===== config.mk =====
export PLATFORM = sky130hd
export DESIGN_NAME = ifu_fetch
export DESIGN_NICKNAME = d
export VERILOG_FILES = /design/src/rtl/ifu_fetch.sv
export SDC_FILE = /design/constraint.sdc
export NUM_CORES = 1
export LEC_CHECK = 0
export ABC_AREA = 1
export BUFFER_PORTS_ARGS = -buffer_cell sky130_fd_sc_hd__buf_2
export CORE_ASPECT_RATIO = 1.5
export CORE_MARGIN = 8
export CORE_UTILIZATION = 53
export DETAILED_ROUTE_END_ITERATION = 12
export PLACE_DENSITY = 0.81
export SYNTH_ARGS = -nofsm -noshare
export SYNTH_HDL_FRONTEND = slang
export SYNTH_SLANG_ARGS = --single-unit

===== constraint.sdc =====
create_clock -name clk -period 1.99 [get_ports clk]
set_input_delay 0.199 -clock clk [delete_from_list [all_inputs] [get_ports clk]]
set_output_delay 0.199 -clock clk [all_outputs]
set_load 0.01 [all_outputs]

===== src/rtl/ifu_fetch.sv =====
// ifu_fetch: instruction-fetch front end with a single outstanding memory request,
// a one-entry instruction buffer toward decode, and branch-redirect flushing.
module ifu_fetch #(
   parameter logic [63:0] RESET_PC = 64'h0000_0000_8000_0000,
   parameter int          INST_W   = 32
) (
   input  logic              clk,
   input  logic              rst_n,
   input  logic              bmu_vld,
   input  logic              ifetch_taken,
   input  logic [63:0]       ifetch_taken_pc,
   output logic              req_vld,
   input  logic              req_rdy,
   output logic [63:0]       req_addr,
   input  logic              rsp_vld,
   input  logic [INST_W-1:0] rsp_data,
   output logic              idu_vld,
   input  logic              idu_rdy,
   output logic [INST_W-1:0] idu_inst,
   output logic [63:0]       idu_pc,
   output logic              flush
);
   typedef enum logic [1:0] {S_IDLE, S_REQ, S_WAIT, S_HOLD} state_t;

   state_t      state;
   logic [63:0] pc;
   logic        kill;
   logic        redirect;

   assign redirect = bmu_vld & ifetch_taken;
   assign flush    = redirect;
   assign req_vld  = state == S_REQ;
   assign req_addr = req_vld ? pc : '0;
   // The mask keeps a wrong-path instruction from ever completing a handshake.
   assign idu_vld  = (state == S_HOLD) & ~redirect;

   always_ff @(posedge clk or negedge rst_n) begin
      if (!rst_n) begin
         state    <= S_IDLE;
         pc       <= RESET_PC;
         kill     <= 1'b0;
         idu_inst <= '0;
         idu_pc   <= '0;
      end else begin
         case (state)
            S_IDLE: state <= S_REQ;
            S_REQ: begin
               if (redirect) pc <= ifetch_taken_pc;
               if (req_rdy) begin
                  state <= S_WAIT;
                  kill  <= redirect;
               end
            end
            S_WAIT: begin
               if (rsp_vld) begin
                  if (kill | redirect) begin
                     kill  <= 1'b0;
                     state <= S_REQ;
                     if (redirect) pc <= ifetch_taken_pc;
                  end else begin
                     idu_inst <= rsp_data;
                     idu_pc   <= pc;
                     state    <= S_HOLD;
                  end
               end else if (redirect) begin
                  pc   <= ifetch_taken_pc;
                  kill <= 1'b1;
               end
            end
            S_HOLD: begin
               if (redirect) begin
                  pc    <= ifetch_taken_pc;
                  state <= S_REQ;
               end else if (idu_rdy) begin
                  pc    <= pc + 64'd4;
                  state <= S_REQ;
               end
            end
            default: state <= S_IDLE;
         endcase
      end
   end
endmodule

## After elaboration in Yosys (flattened, before gate mapping)

Index checks and enable logic that the tools add are counted.

| cells by class | value |
|---|---|
| add/sub/neg operators | 1 |
| $mul | 0 |
| divide/modulo/power cells | 0 |
| magnitude comparators | 0 |
| equal/unequal tests | 8 |
| shift-type cells | 0 |
| multiplexer cells | 18 |
| bitwise logic cells | 5 |
| reduce and logical (&&, ||, !) cells | 7 |

Operator list:

| kind | number |
|---|---|
| $mux 64 | 6 |
| $pmux 64 s3 | 1 |
| $add 64x3->64 const B | 1 |
| $mux 2 | 5 |
| $ne 3x3->1 const B | 3 |
| $reduce_and 3->1 | 3 |
| $pmux 2 s4 | 1 |
| $eq 2x2->1 const B | 2 |
| $mux 1 | 4 |
| $reduce_and 4->1 | 1 |
| $reduce_bool 3->1 | 1 |
| $and 1x1->1 | 2 |
| $eq 2x1->1 const B | 1 |
| $logic_not 2->1 | 1 |
| $ne 2x1->1 const B | 1 |
| $ne 2x2->1 const B | 1 |
| $not 1->1 | 2 |
| $pmux 1 s2 | 1 |
| $reduce_bool 2->1 | 1 |
| $or 1x1->1 | 1 |

| storage, ports and cells | value |
|---|---|
| flip-flop bits (word level) | 163 |
| latch bits | 0 |
| memory bits (writable) | 0 |
| ROM bits | 0 |
| input port bits | 103 |
| output and inout port bits | 163 |
| memories kept | 0 |

## Longest topological paths before layout

| depth | value |
|---|---|
| word-level depth | 5 |
| depth in mapped cells | 14 |
| gate-level depth less buffers | 13 |

## Worst setup path before layout

Ideal clock, no wire load.

| path | value |
|---|---|
| kind | reg-to-reg |
| start | register state[0] |
| end | register pc[15] |
| arrival | 1.586 ns |
| required time | 1.844 ns |
| slack | 0.259 ns |
| cell stages (with the launch flop) | 12 |
| path buffers | 1 |
| path through | dfrtp_1 -> inv_1 -> ha_1 -> inv_1 -> nor2_1 -> nand2_1 -> inv_1 -> nand2_4 -> nand3_2 -> inv_2 -> clkbuf_1 -> a22oi_1 |

| between the ends | value |
|---|---|
| word-level cells in the longest chain between the ends | 3 |
| elaborated cells on any way between the ends | 8 |
| classes of those cells | eq/ne: 5; mux: 1; reduce/logical: 2 |

Ends and longest elaborated chain:

| item | RTL line | RTL |
|---|---|---|
| start: declaration | 25 | `state_t state;` |
| start signal: assignment | 39 | `state <= S_IDLE;` |
| start signal: assignment | 46 | `S_IDLE: state <= S_REQ;` |
| start signal: assignment | 50 | `state <= S_WAIT;` |
| $eq 2x2->1 or $eq 2x1->1 (tied branches) | 45 | `case (state)` |
| $ne 3x3->1 (no line) or $reduce_bool 3->1 (tied branches) | -- |  |
| $reduce_and 3->1 (no line) | -- |  |
| end signal: assignment | 48 | `if (redirect) pc <= ifetch_taken_pc;` |
| end signal: assignment | 59 | `if (redirect) pc <= ifetch_taken_pc;` |
| end signal: assignment | 66 | `pc <= ifetch_taken_pc;` |
| end: declaration | 26 | `logic [63:0] pc;` |

Parallel ways exist; a longest one is shown, timed or not.
A chain may end at the register's enable or synchronous reset.

## Worst setup path in the final report

| path | value |
|---|---|
| start | register state[1] |
| end | register pc[40] |

The elaborated chain is that of the path after synthesis.

==> flow_results.xml <==
<?xml version="1.0" encoding="UTF-8"?>
<metrics>
  <group name="status">
    <metric name="outcome" unit="">finished with violations</metric>
    <metric name="violations" unit="">negative setup slack</metric>
  </group>
  <group name="yosys">
    <metric name="synth_register_bits" unit="">163</metric>
    <metric name="postSynthNetCount" unit="">1539</metric>
    <metric name="postSynthCellCount" unit="">1430</metric>
    <metric name="sequential_share_of_the_synthesized_area" unit="%">42.6</metric>
    <metric name="synth.yosys.warnings" unit="">0</metric>
    <metric name="mappedNetlistArea" unit="sq mm">0.00957</metric>
    <metric name="post_synth_num_cell_types" unit="">35</metric>
    <metric name="post_synth.cell_area_avg" unit="sq um">6.69</metric>
  </group>
  <group name="pwr">
    <metric name="power.leakage" unit="nW">7.21</metric>
    <metric name="switching_power" unit="W">0.00879</metric>
    <metric name="irDropWorstVdd" unit="mV">0.829</metric>
    <metric name="share_of_power_burned_in_the_clock_network" unit="%">18.6</metric>
    <metric name="internal-power" unit="W">0.00989</metric>
    <metric name="powerDensity" unit="mW/mm^2">1450</metric>
    <metric name="post-layout-total-power" unit="W">0.0187</metric>
    <metric name="share_seq_of_total_power" unit="%">33.6</metric>
    <metric name="pwr-share-comb" unit="%">47.8</metric>
    <metric name="netSwitchingFraction" unit="%">47.0</metric>
  </group>
  <group name="sta">
    <metric name="timing.final.ws_setup" unit="ns">-0.0325</metric>
    <metric name="worstMarginPinSlew" unit="ns">0.462</metric>
    <metric name="slew_headroom" unit="%">69.0</metric>
    <metric name="hold_violations" unit="">0</metric>
    <metric name="achievable-frequency" unit="GHz">0.494</metric>
    <metric name="maxSlewViolCount" unit="">0</metric>
    <metric name="final.hold.worst_slack" unit="ns">0.00927</metric>
    <metric name="setup_viol_count_final" unit="">5</metric>
    <metric name="finalClockSkew" unit="ns">0.0126</metric>
    <metric name="rsz0062_at_grt" unit="">true</metric>
    <metric name="period_minus_slack" unit="ns">2.02</metric>
    <metric name="finalCritPeriodShare" unit="%">102</metric>
  </group>
  <group name="worst_setup_path">
    <metric name="cp_cell_sequence" unit="">ha_1 -&gt; inv_1 -&gt; nor2_4 -&gt; buf_4 -&gt; inv_1 -&gt; nor2_2 -&gt; nand3_2 -&gt; o22ai_1 -&gt; nand2_1 -&gt; nand2_1 -&gt; inv_1</metric>
    <metric name="crit_path_end_kind" unit="">register</metric>
    <metric name="cp_slowest_cell" unit="">sky130_fd_sc_hd__dfrtp_1</metric>
    <metric name="timing.reg2reg.worst_path_depth" unit="">11</metric>
    <metric name="crit_fanout" unit="">6</metric>
    <metric name="critPathKind" unit="">reg2reg</metric>
    <metric name="critPathMaxStageDelay" unit="ns">0.44</metric>
    <metric name="cp-start-kind" unit="">register</metric>
    <metric name="worst-endpoint-required" unit="ns">2.33</metric>
    <metric name="timing.critical_path.max_delay_family" unit="">simple AND/OR/NAND/NOR gates</metric>
    <metric name="timing.critical_path.depth" unit="">11</metric>
    <metric name="timing.critical_path.arrival" unit="ns">2.37</metric>
    <metric name="crit_buf_inv" unit="">4</metric>
    <metric name="cp_common_cell" unit="">sky130_fd_sc_hd__inv_1</metric>
  </group>
  <group name="clock_network">
    <metric name="cts_buffers" unit="">17</metric>
    <metric name="clockBufferDepth" unit="">2</metric>
    <metric name="clock_sinks" unit="">163</metric>
    <metric name="htreeDepth" unit="">4</metric>
    <metric name="ctsRootBufferMaster" unit="">sky130_fd_sc_hd__clkbuf_16</metric>
    <metric name="path_clk_slew" unit="ns">0.08</metric>
    <metric name="insertion_delay" unit="ns">0.45</metric>
    <metric name="cts_tree" unit="">yes</metric>
  </group>
  <group name="grt">
    <metric name="wire_length_of_the_first_global_routing_pass" unit="um">59200</metric>
    <metric name="grt_antenna_before_repair" unit="">3</metric>
    <metric name="grt_util_all_layers" unit="%">33.0</metric>
    <metric name="largest_net_degree_at_the_start_of_global_routing" unit="">81</metric>
    <metric name="overflow" unit="">0</metric>
    <metric name="vias_in_the_first_global_route" unit="">11000</metric>
  </group>
  <group name="finish">
    <metric name="filler_cell_count" unit="">1425</metric>
    <metric name="multi_input_comb_area" unit="sq mm">0.00465</metric>
    <metric name="drive_gt1_share" unit="%">24.6</metric>
    <metric name="ff_latch_area" unit="sq mm">0.00408</metric>
    <metric name="area.growth.synth_to_final" unit="%">34.3</metric>
    <metric name="finish.instance_area" unit="sq mm">0.0128</metric>
    <metric name="layout.nets" unit="">1879</metric>
    <metric name="stdcell_count" unit="">2003</metric>
  </group>
  <group name="detailed_routing">
    <metric name="num_vias" unit="">11300</metric>
    <metric name="drt_drc" unit="">0</metric>
    <metric name="vias_per_cell" unit="">5.63</metric>
    <metric name="detail_route.iter0.violations" unit="">1239</metric>
    <metric name="detail_route.first_pass.iterations" unit="">6</metric>
    <metric name="postRouteWirelength" unit="um">40500</metric>
    <metric name="final_antenna_net_count" unit="">0</metric>
    <metric name="routed_wire_length_per_instance" unit="um">20.2</metric>
  </group>
  <group name="place">
    <metric name="place.port_buffers" unit="">265</metric>
    <metric name="hpwl" unit="um">26600</metric>
    <metric name="dpl.cell_count" unit="">1917</metric>
    <metric name="routabilityCongestion" unit="">1.03</metric>
    <metric name="detailed_place.area" unit="sq mm">0.0115</metric>
    <metric name="post-place-ws" unit="ns">0.000797</metric>
  </group>
  <group name="floorplanning">
    <metric name="initial_util" unit="%">53.8</metric>
    <metric name="die_area" unit="sq mm">0.0227</metric>
    <metric name="dieWidth" unit="um">126</metric>
    <metric name="ioPinCount" unit="">266</metric>
    <metric name="floorplan.core_area" unit="sq mm">0.0178</metric>
    <metric name="rows" unit="">60</metric>
    <metric name="floorplan.die.height" unit="um">181</metric>
  </group>
  <group name="worst_hold_path">
    <metric name="worst_hold_path.num_cells" unit="">3</metric>
    <metric name="worst_hold_path_type" unit="">in2reg</metric>
  </group>
  <group name="job">
    <metric name="drv_cap" unit="">0</metric>
  </group>
</metrics>
-- area by class of cell --
type	instances	area share (%)
well taps	217	2.11
repair buffers	374	19.7
diodes	3	0.0584
clock inverters	15	1.59
flip-flops and latches	163	31.8
multi-input cells	1034	36.2
inverters	180	5.30
clock buffers	17	3.31
-- worst reg2reg max path, delay by kind of cell (launching register included) --
kind                       cells  cell delay (ns)
and+or+nand+nor                5             0.71
DFF                            1             0.44
buffers and inverters          4             0.41
adders and majority gates      1             0.21
AOI/OAI and AO/OA              1             0.17
-- cell usage in the layout, fill, tap and decap left out, types with 13 or more instances in the layout --
cell type	instances
sky130_fd_sc_hd__nor2_2	23
sky130_fd_sc_hd__buf_4	54
sky130_fd_sc_hd__o21ai_0	94
sky130_fd_sc_hd__o22ai_1	16
sky130_fd_sc_hd__a21oi_1	16
sky130_fd_sc_hd__buf_2	264
sky130_fd_sc_hd__dfrtp_1	161
sky130_fd_sc_hd__nand4_1	14
sky130_fd_sc_hd__o21ai_1	14
sky130_fd_sc_hd__nand2_1	549
sky130_fd_sc_hd__inv_1	176
sky130_fd_sc_hd__clkbuf_16	22
sky130_fd_sc_hd__dlygate4sd3_1	34
sky130_fd_sc_hd__nand3_1	71
sky130_fd_sc_hd__nor2_1	170
sky130_fd_sc_hd__nand2_2	13
-- worst paths after layout --
kind	from	end	slack, ns
max in group asynchronous	rst_n	idu_inst[20]$_DFFE_PN0P_	1.10
min reg2reg	idu_pc[19]$_DFFE_PN0P_	idu_pc[19]$_DFFE_PN0P_	0.47
min	rsp_data[26]	idu_inst[26]$_DFFE_PN0P_	0.009
min in group asynchronous	rst_n	kill$_DFFE_PN0P_	0.17
max	state[1]$_DFFE_PN0P_	pc[40]$_DFFE_PN0P_	-0.03
max reg2reg	state[1]$_DFFE_PN0P_	pc[40]$_DFFE_PN0P_	-0.03
-- repair_timing --
action | 4_1_cts | 5_1_grt
endpoints found under the setup margin | 11 | 157
buffers inserted | 3 | 3
gates cloned | 3 | 8
hold buffers | 34 | 0
resized for setup | 1 | 29
hold endpoints to repair | 160 | 0
pin swaps | 2 | 1
-- kinds of logic (layout without fill, tap and decap cells) --
| kind of cell | after synthesis | count (layout) | share of synthesized area [%] |
|---|---|---|---|
| AOI/OAI and AO/OA | 157 | 157 | 8.88 |
| xor gates and xnor gates | 8 | 8 | 0.732 |
| adders and majority gates | 6 | 6 | 0.784 |
| buffers and inverters | 233 | 586 | 9.57 |
| DFF | 163 | 163 | 42.6 |
| muxes | 2 | 2 | 0.235 |
| other | 0 | 3 | 0 |
| and+or+nand+nor | 861 | 861 | 37.2 |
-- registers in the layout (all words and copies together), names as in the netlist --
register and cells:
idu_inst 32, idu_pc 64, kill 1, pc 64
state 2
-- cells in the mapped netlist --
cell type	n	area share, %
sky130_fd_sc_hd__inv_1	178	7.0
sky130_fd_sc_hd__o221ai_1	1	0.092
sky130_fd_sc_hd__nor2_1	178	7.0
sky130_fd_sc_hd__o31ai_1	1	0.078
sky130_fd_sc_hd__nand2_1	552	22
sky130_fd_sc_hd__clkbuf_1	29	1.1
sky130_fd_sc_hd__buf_6	1	0.12
sky130_fd_sc_hd__o22ai_1	16	1.0
sky130_fd_sc_hd__nor3_1	4	0.21
sky130_fd_sc_hd__xor2_1	8	0.73
sky130_fd_sc_hd__o211ai_1	1	0.078
sky130_fd_sc_hd__nand3_2	1	0.10
sky130_fd_sc_hd__nor2_4	7	0.82
sky130_fd_sc_hd__dfrtp_1	162	42
sky130_fd_sc_hd__a22oi_1	8	0.63
sky130_fd_sc_hd__dfstp_2	1	0.27
sky130_fd_sc_hd__o21ai_2	1	0.092
sky130_fd_sc_hd__o21ai_0	96	5.0
sky130_fd_sc_hd__a32o_1	1	0.10
sky130_fd_sc_hd__nand3_1	72	3.8
sky130_fd_sc_hd__mux2_2	2	0.24
sky130_fd_sc_hd__nand2_4	5	0.59
sky130_fd_sc_hd__inv_2	2	0.078
sky130_fd_sc_hd__ha_1	6	0.78
sky130_fd_sc_hd__o21bai_1	1	0.078
sky130_fd_sc_hd__nor2_2	16	1.0
sky130_fd_sc_hd__nand2_2	10	0.65
sky130_fd_sc_hd__buf_2	21	1.1
sky130_fd_sc_hd__buf_4	2	0.16
sky130_fd_sc_hd__nand4_1	14	0.92
sky130_fd_sc_hd__a31oi_1	1	0.065
sky130_fd_sc_hd__nor2_8	2	0.42
sky130_fd_sc_hd__o21ai_1	12	0.63
sky130_fd_sc_hd__a21oi_1	17	0.89
sky130_fd_sc_hd__a211oi_1	1	0.078
-- through the flow --
stage	setup TNS [ns]	util, %
CTS	-0.0242	70.7
finish	-0.0975	72.2
detailed placement	0	64.5
global placement	0	64.5
floorplan	0	-
global route	-6.04	72.2
-- per-layer routing --
| metal | vias up | share of wire (%) | global-route usage [%] |
|---|---|---|---|
| met5 | - | 0 | 0 |
| met4 | 0 | 7.7 | 21.4 |
| met3 | 218 | 9.0 | 7.32 |
| met2 | 773 | 48 | 56.0 |
| met1 | 5202 | 35 | 36.6 |
| li1 | 5092 | - | - |
-- power by group through the flow --
stage | sequential, W | clock [W] | combinational (W)
2_1_floorplan | 0.00632 | 0 | 0.00417
3_3_place_gp | 0.00617 | 0 | 0.00764
3_5_place_dp | 0.00619 | 0 | 0.00782
4_1_cts | 0.00616 | 0.00346 | 0.00811
5_1_grt | 0.00645 | 0.00359 | 0.00975
6_report | 0.00628 | 0.00347 | 0.00894
(Power assumes the default switching activity.)
